$ cat src/rtl/dds_sched_pkg.sv
// rtl/dds_sched_pkg.sv - shared types and widths for the DDS parameter scheduler
package dds_sched_pkg;

    // Field widths of the queued command; the top-level width parameters must not exceed these.
    localparam int DDS_TS_W    = 48;
    localparam int DDS_FREQ_W  = 48;
    localparam int DDS_PHASE_W = 14;

    typedef enum logic [1:0] {
        ACC_HOLD = 2'd0,
        ACC_LOAD = 2'd1,
        ACC_ADD  = 2'd2,
        ACC_ZERO = 2'd3
    } accum_mode_e;

    typedef enum logic [1:0] {
        ST_IDLE = 2'd0,
        ST_LOAD = 2'd1,
        ST_WAIT = 2'd2
    } sched_state_e;

    typedef struct packed {
        logic [DDS_TS_W-1:0]    cmd_time;
        logic [DDS_FREQ_W-1:0]  freq;
        logic [DDS_PHASE_W-1:0] phase;
        logic [DDS_TS_W-1:0]    accum;
        accum_mode_e            mode;
    } dds_cmd_t;

endpackage

$ cat src/rtl/dds_cmd_fifo.sv
// rtl/dds_cmd_fifo.sv - synchronous FIFO of dds_cmd_t with full/empty flags
module dds_cmd_fifo
    import dds_sched_pkg::*;
#(
    parameter int DEPTH = 8
) (
    input  logic     clk,
    input  logic     reset,
    input  logic     push,
    input  logic     pop,
    input  dds_cmd_t wr_data,
    output dds_cmd_t rd_data,
    output logic     full,
    output logic     empty
);

    localparam int AW = $clog2(DEPTH);

    dds_cmd_t        mem_q [DEPTH];
    logic [AW:0]     wr_ptr_q, wr_ptr_d;
    logic [AW:0]     rd_ptr_q, rd_ptr_d;
    logic            do_push, do_pop;

    // Extra pointer MSB distinguishes full from empty when the indices match.
    assign empty   = (wr_ptr_q == rd_ptr_q);
    assign full    = (wr_ptr_q[AW-1:0] == rd_ptr_q[AW-1:0]) && (wr_ptr_q[AW] != rd_ptr_q[AW]);
    assign do_push = push && !full;
    assign do_pop  = pop && !empty;
    assign rd_data = mem_q[rd_ptr_q[AW-1:0]];

    always_comb begin
        wr_ptr_d = wr_ptr_q;
        rd_ptr_d = rd_ptr_q;
        if (do_push) begin
            wr_ptr_d = wr_ptr_q + 1'b1;
        end
        if (do_pop) begin
            rd_ptr_d = rd_ptr_q + 1'b1;
        end
    end

    always_ff @(posedge clk) begin
        if (reset) begin
            wr_ptr_q <= '0;
            rd_ptr_q <= '0;
        end else begin
            wr_ptr_q <= wr_ptr_d;
            rd_ptr_q <= rd_ptr_d;
        end
    end

    always_ff @(posedge clk) begin
        if (do_push) begin
            mem_q[wr_ptr_q[AW-1:0]] <= wr_data;
        end
    end

endmodule

$ cat src/rtl/dds_param_scheduler.sv
// rtl/dds_param_scheduler.sv - timed DDS operand scheduler with 48-bit timestamp counter
// Optional LATE_DROP_EN: late commands are discarded instead of applied immediately.
module dds_param_scheduler
    import dds_sched_pkg::*;
#(
    parameter int FIFO_DEPTH = 8,
    parameter int TS_W       = 48,
    parameter int FREQ_W     = 48,
    parameter int PHASE_W    = 14
) (
    input  logic               clk,
    input  logic               reset,
    input  logic               run,
    input  logic               counter_clear,
    input  logic               s_cmd_valid,
    output logic               s_cmd_ready,
    input  logic [TS_W-1:0]    s_cmd_time,
    input  logic [FREQ_W-1:0]  s_cmd_freq,
    input  logic [PHASE_W-1:0] s_cmd_phase,
    input  logic [TS_W-1:0]    s_cmd_accum,
    input  logic [1:0]         s_cmd_mode,
    input  logic               late_clear,
    output logic [TS_W-1:0]    timestamp,
    output logic [TS_W-1:0]    time_offset,
    output logic [FREQ_W-1:0]  freq,
    output logic [PHASE_W-1:0] phase,
    output logic [TS_W-1:0]    accum_phase,
    output logic               update_pulse,
    output logic               late_error,
    output logic               busy
);

    sched_state_e        state_q, state_d;
    dds_cmd_t            pend_q, pend_d;
    logic [TS_W-1:0]     ts_q, ts_d;
    logic [TS_W-1:0]     toff_q, toff_d;
    logic [FREQ_W-1:0]   freq_q, freq_d;
    logic [PHASE_W-1:0]  phase_q, phase_d;
    logic [TS_W-1:0]     accum_q, accum_d;
    logic                update_q, update_d;
    logic                late_q, late_d;
    logic                rdy_en_q, rdy_en_d;

    dds_cmd_t            cmd_in, head;
    logic                fifo_full, fifo_empty, push, pop, apply;
    logic [TS_W-1:0]     p_time, p_accum, diff;
    logic [FREQ_W-1:0]   p_freq;
    logic [PHASE_W-1:0]  p_phase;
    accum_mode_e         p_mode;

    assign s_cmd_ready = rdy_en_q && !fifo_full;
    assign push        = s_cmd_valid && s_cmd_ready;
    assign pop         = (state_q == ST_LOAD);
    assign busy        = !fifo_empty || (state_q != ST_IDLE);

    always_comb begin
        cmd_in          = '0;
        cmd_in.cmd_time = DDS_TS_W'(s_cmd_time);
        cmd_in.freq     = DDS_FREQ_W'(s_cmd_freq);
        cmd_in.phase    = DDS_PHASE_W'(s_cmd_phase);
        cmd_in.accum    = DDS_TS_W'(s_cmd_accum);
        cmd_in.mode     = accum_mode_e'(s_cmd_mode);
    end

    dds_cmd_fifo #(
        .DEPTH (FIFO_DEPTH)
    ) u_fifo (
        .clk     (clk),
        .reset   (reset),
        .push    (push),
        .pop     (pop),
        .wr_data (cmd_in),
        .rd_data (head),
        .full    (fifo_full),
        .empty   (fifo_empty)
    );

    assign p_time  = pend_q.cmd_time[TS_W-1:0];
    assign p_freq  = pend_q.freq[FREQ_W-1:0];
    assign p_phase = pend_q.phase[PHASE_W-1:0];
    assign p_accum = pend_q.accum[TS_W-1:0];
    assign p_mode  = pend_q.mode;

    always_comb begin
        ts_d = ts_q;
        if (counter_clear) begin
            ts_d = '0;
        end else if (run) begin
            ts_d = ts_q + TS_W'(1);
        end
    end

    // Compared against the next counter value so the operands land on the same edge as timestamp==cmd_time.
    assign diff = p_time - ts_d;

    always_comb begin
        state_d  = state_q;
        pend_d   = pend_q;
        toff_d   = toff_q;
        freq_d   = freq_q;
        phase_d  = phase_q;
        accum_d  = accum_q;
        update_d = 1'b0;
        late_d   = late_q;
        rdy_en_d = 1'b1;
        apply    = 1'b0;

        if (late_clear) begin
            late_d = 1'b0;
        end

        case (state_q)
            ST_IDLE: begin
                if (!fifo_empty) begin
                    state_d = ST_LOAD;
                end
            end
            ST_LOAD: begin
                pend_d  = head;
                state_d = ST_WAIT;
            end
            ST_WAIT: begin
                if (diff == '0) begin
                    apply   = 1'b1;
                    state_d = ST_IDLE;
                end else if (diff[TS_W-1]) begin
                    late_d  = 1'b1;
                    state_d = ST_IDLE;
`ifdef LATE_DROP_EN
                    apply   = 1'b0;
`else
                    apply   = 1'b1;
`endif
                end
            end
            default: begin
                state_d = ST_IDLE;
            end
        endcase

        if (apply) begin
            toff_d   = p_time;
            freq_d   = p_freq;
            phase_d  = p_phase;
            update_d = 1'b1;
            case (p_mode)
                ACC_HOLD: accum_d = accum_q;
                ACC_LOAD: accum_d = p_accum;
                ACC_ADD:  accum_d = accum_q + p_accum;
                ACC_ZERO: accum_d = '0;
            endcase
        end
    end

    always_ff @(posedge clk) begin
        if (reset) begin
            state_q  <= ST_IDLE;
            pend_q   <= '0;
            ts_q     <= '0;
            toff_q   <= '0;
            freq_q   <= '0;
            phase_q  <= '0;
            accum_q  <= '0;
            update_q <= 1'b0;
            late_q   <= 1'b0;
            rdy_en_q <= 1'b0;
        end else begin
            state_q  <= state_d;
            pend_q   <= pend_d;
            ts_q     <= ts_d;
            toff_q   <= toff_d;
            freq_q   <= freq_d;
            phase_q  <= phase_d;
            accum_q  <= accum_d;
            update_q <= update_d;
            late_q   <= late_d;
            rdy_en_q <= rdy_en_d;
        end
    end

    assign timestamp    = ts_q;
    assign time_offset  = toff_q;
    assign freq         = freq_q;
    assign phase        = phase_q;
    assign accum_phase  = accum_q;
    assign update_pulse = update_q;
    assign late_error   = late_q;

endmodule

$ cat config.mk
export PLATFORM = sky130hd
export DESIGN_NAME = dds_param_scheduler
export DESIGN_NICKNAME = d
export VERILOG_FILES = /design/src/rtl/dds_sched_pkg.sv /design/src/rtl/dds_cmd_fifo.sv /design/src/rtl/dds_param_scheduler.sv
export SDC_FILE = /design/constraint.sdc
export NUM_CORES = 2
export LEC_CHECK = 0
export BUFFER_PORTS_ARGS = -buffer_cell sky130_fd_sc_hd__buf_2
export CORE_AREA = 3 3 445 447
export DETAILED_ROUTE_END_ITERATION = 10
export DIE_AREA = 0 0 448 450
export PLACE_DENSITY_LB_ADDON = 0.05
export SLEW_MARGIN = 0
export SYNTH_ARGS = -nofsm -noshare
export SYNTH_HDL_FRONTEND = slang
export SYNTH_SLANG_ARGS = --single-unit
$ cat constraint.sdc
create_clock -name clk -period 17.2 [get_ports clk]
set_input_delay 3.44 -clock clk [delete_from_list [all_inputs] [get_ports clk]]
set_output_delay 3.44 -clock clk [all_outputs]
set_load 0.02 [all_outputs]
==> out/metrics.yaml <==
ys.flop_type: "edfxtp_1"
hold_buffers: 0
die_y_um: 450
wl_um: 186000
min_period_over_period: 0.609
synth_top_family_by_area: "multiplexers"
finClkSkew_ns: 0.0397
vias: 38000
htreeDepth: 4
post-place-cells: 6957
hold_viol: 0
start_kind: "input pin"
synth_top_area_frac: 0.567
grt_start_max_net_pins: 182
status: "finished clean"
cts_tree: "built"
yosysSeqAreaShare: 0.679
synth-simple-area-share: 0.0553
drtIter0Drc: 2355
slew_headroom: 0.211
num_rows: 162
setup_tns_ns: 0
syn_nets: 4490
synth-edff-count: 1280
numCtsBuffers: 185
irDropWorstVdd_uv: 115
cap_violations: 0
r2r-start: "timestamp[6]$_SDFF_PP0_"
hpwl_um: 113000
area_growth_pct: 16.0
cts.clk_slew.worst_paths_ns: 0.06
synthXorXnorAreaFrac: 0.0145
pin_count: 376
grt.total_usage: 0.184
crit_required_ns: 17.88
cts_max_path_buffers: 3
rsz0062_at_grt: "no"
wl_per_cell_um: 25.4
coreArea_um2: 195000
synthTopCellsByArea: "edfxtp_1, dfxtp_1, mux4_2"
arrival_ns: 11.15
avgSynthCellArea_um2: 16.1
yosysMostFrequentCell: "edfxtp_1"
worst_hold_slack_ns: 0.475
min-delay-start: "p_phase[1]$_SDFFE_PP0P_"
leakage_uw: 0.0265
startpoint: "run"
cts_root_buf: "clkbuf_16"
die_w_um: 448
ctsResizeCount: 0
yosysTopAreaCell: "edfxtp_1"
synth-seq-cells: 1659
start_util: 0.349
synth_compound_area_frac: 0.0673
worst_slew_pin_slew_ns: 1.18
async_flop_share: 0
antenna_found_initial: 56
clock_sinks: 1659
clock_latency_ns: 0.83
dieArea_um2: 202000
fin_area_um2: 78700
power_density_nw_per_um2: 116
grt_pass1_vias: 39400
drc: 0
port_buffers: 375
grt_overflow: 0
end_kind: "flip-flop"
grt_pass1_wl_um: 275000
placed_area_um2: 72500
fmax_mhz: 95.5
critPathMaxFanout: 50
hp-class: "flip-flop to flip-flop"
drive_gt1_frac: 0.231
ys.warnings.count: 0
netlist_instances: 4225
muxShareOfSynthArea: 0.148
viasPerCell: 5.18
crit_type: "input pin to flip-flop"
gp_congestion: 0.868
antenna_left: 0
synthTopCellsByCount: "edfxtp_1, nor2_1, dfxtp_1, mux4_2, mux2i_1"
yosysUniqueCellTypes: 93
netlist_area_um2: 67800
nNetsFinal: 4867
postCtsSetupRepairBufs: 0
postLayoutCoreUtil: 0.404
drt_first_pass_iters: 5
period_needed_ns: 10.47
fill_cells: 17900
synth-adder-area-share: 0.0185
finalSetupViolCount: 0
fin_cells: 7328
slew_violations: 0
## through the flow
step           worst slack [ns]  total power [µW]
2_1_floorplan              1.67              5020
3_3_place_gp               6.26              5280
3_5_place_dp               6.03              5280
4_1_cts                    6.89              9300
5_1_grt                    6.11              9540
6_report                   6.73              9150
## flip-flops by register name, summed over array words and instances, names as in the netlist, 48 cells and up
register / cells
u_fifo.mem_q: 1280
accum_phase: 48
time_offset: 48
p_accum: 48
timestamp: 48
p_time: 48
p_freq: 48
freq: 48
## per-layer routing
layer / track usage / vias to the layer above / wire [µm]
met5: 0 / - / 81
met4: 0.0529 / 14 / 4500
met3: 0.0360 / 305 / 8440
met2: 0.314 / 774 / 93800
met1: 0.237 / 19400 / 79400
li1: - / 17500 / -
## final timing paths
kind         cells past startpoint  slack (ns)                          end
max                             26        6.73  accum_phase[5]$_SDFFE_PP0P_
min                              2        0.47        phase[1]$_SDFFE_PP0P_
min reg2reg                      2        0.47        phase[1]$_SDFFE_PP0P_
max reg2reg                     25        8.91  accum_phase[5]$_SDFFE_PP0P_
## cells in the final DEF, fill, tap and decap left out, types with 130 or more instances in the layout
| master | netlist | final |
|---|---|---|
| a211oi_1 | 200 | 200 |
| a21oi_1 | 142 | 142 |
| buf_2 | 17 | 374 |
| clkbuf_16 | 0 | 186 |
| dfxtp_1 | 379 | 376 |
| edfxtp_1 | 1280 | 1280 |
| mux2i_1 | 283 | 283 |
| mux4_2 | 320 | 320 |
| nand2_1 | 130 | 130 |
| nor2_1 | 410 | 402 |
## report_power, final
part | internal, µW | switching, µW
Clock | 2340 | 1630
Combinational | 281 | 477
Sequential | 4380 | 48.8
## layout make-up
class                      count  area [µm²]  area share
multi-input combinational   2290       20700       0.263
clock buffer                 260        5150      0.0655
inverter                      29         109     0.00138
timing repair buffer         437        2450      0.0312
clock inverter                90         996      0.0127
sequential                  1659       46000       0.585
tap                         2542        3180      0.0404
antenna                       21        52.6    0.000668
## worst max-delay path: stages
cell and delay (ns):
buf_2 0.14, nand4_1 0.18, nor2_1 0.20, nand2_1 0.07, nor3_1 0.28, and2_1 0.29
and3_1 0.27, nand2_1 0.11, nor3_1 0.42, nand2_1 0.13, xnor2_1 0.16, nand2b_1 0.09
ha_1 0.42, a21oi_1 0.35, nor2_1 0.08, nor4b_1 0.49, o221ai_1 0.22, a2111oi_0 0.63
o2111ai_1 0.21, nor4_1 0.32, nand4_1 0.21, nor4_2 0.59, a31o_4 0.58, buf_4 0.67
a21oi_1 0.15, a311oi_1 0.33
## cells by family after synthesis
| group | count (synthesis) |
|---|---|
| AOI/OAI and AO/OA | 660 |
| xor gates and xnor gates | 112 |
| adders and majority gates | 99 |
| buffers and inverters | 276 |
| DFF | 1659 |
| muxes | 605 |
| and+or+nand+nor | 814 |
Note: power is estimated with default switching activity, not from simulation.
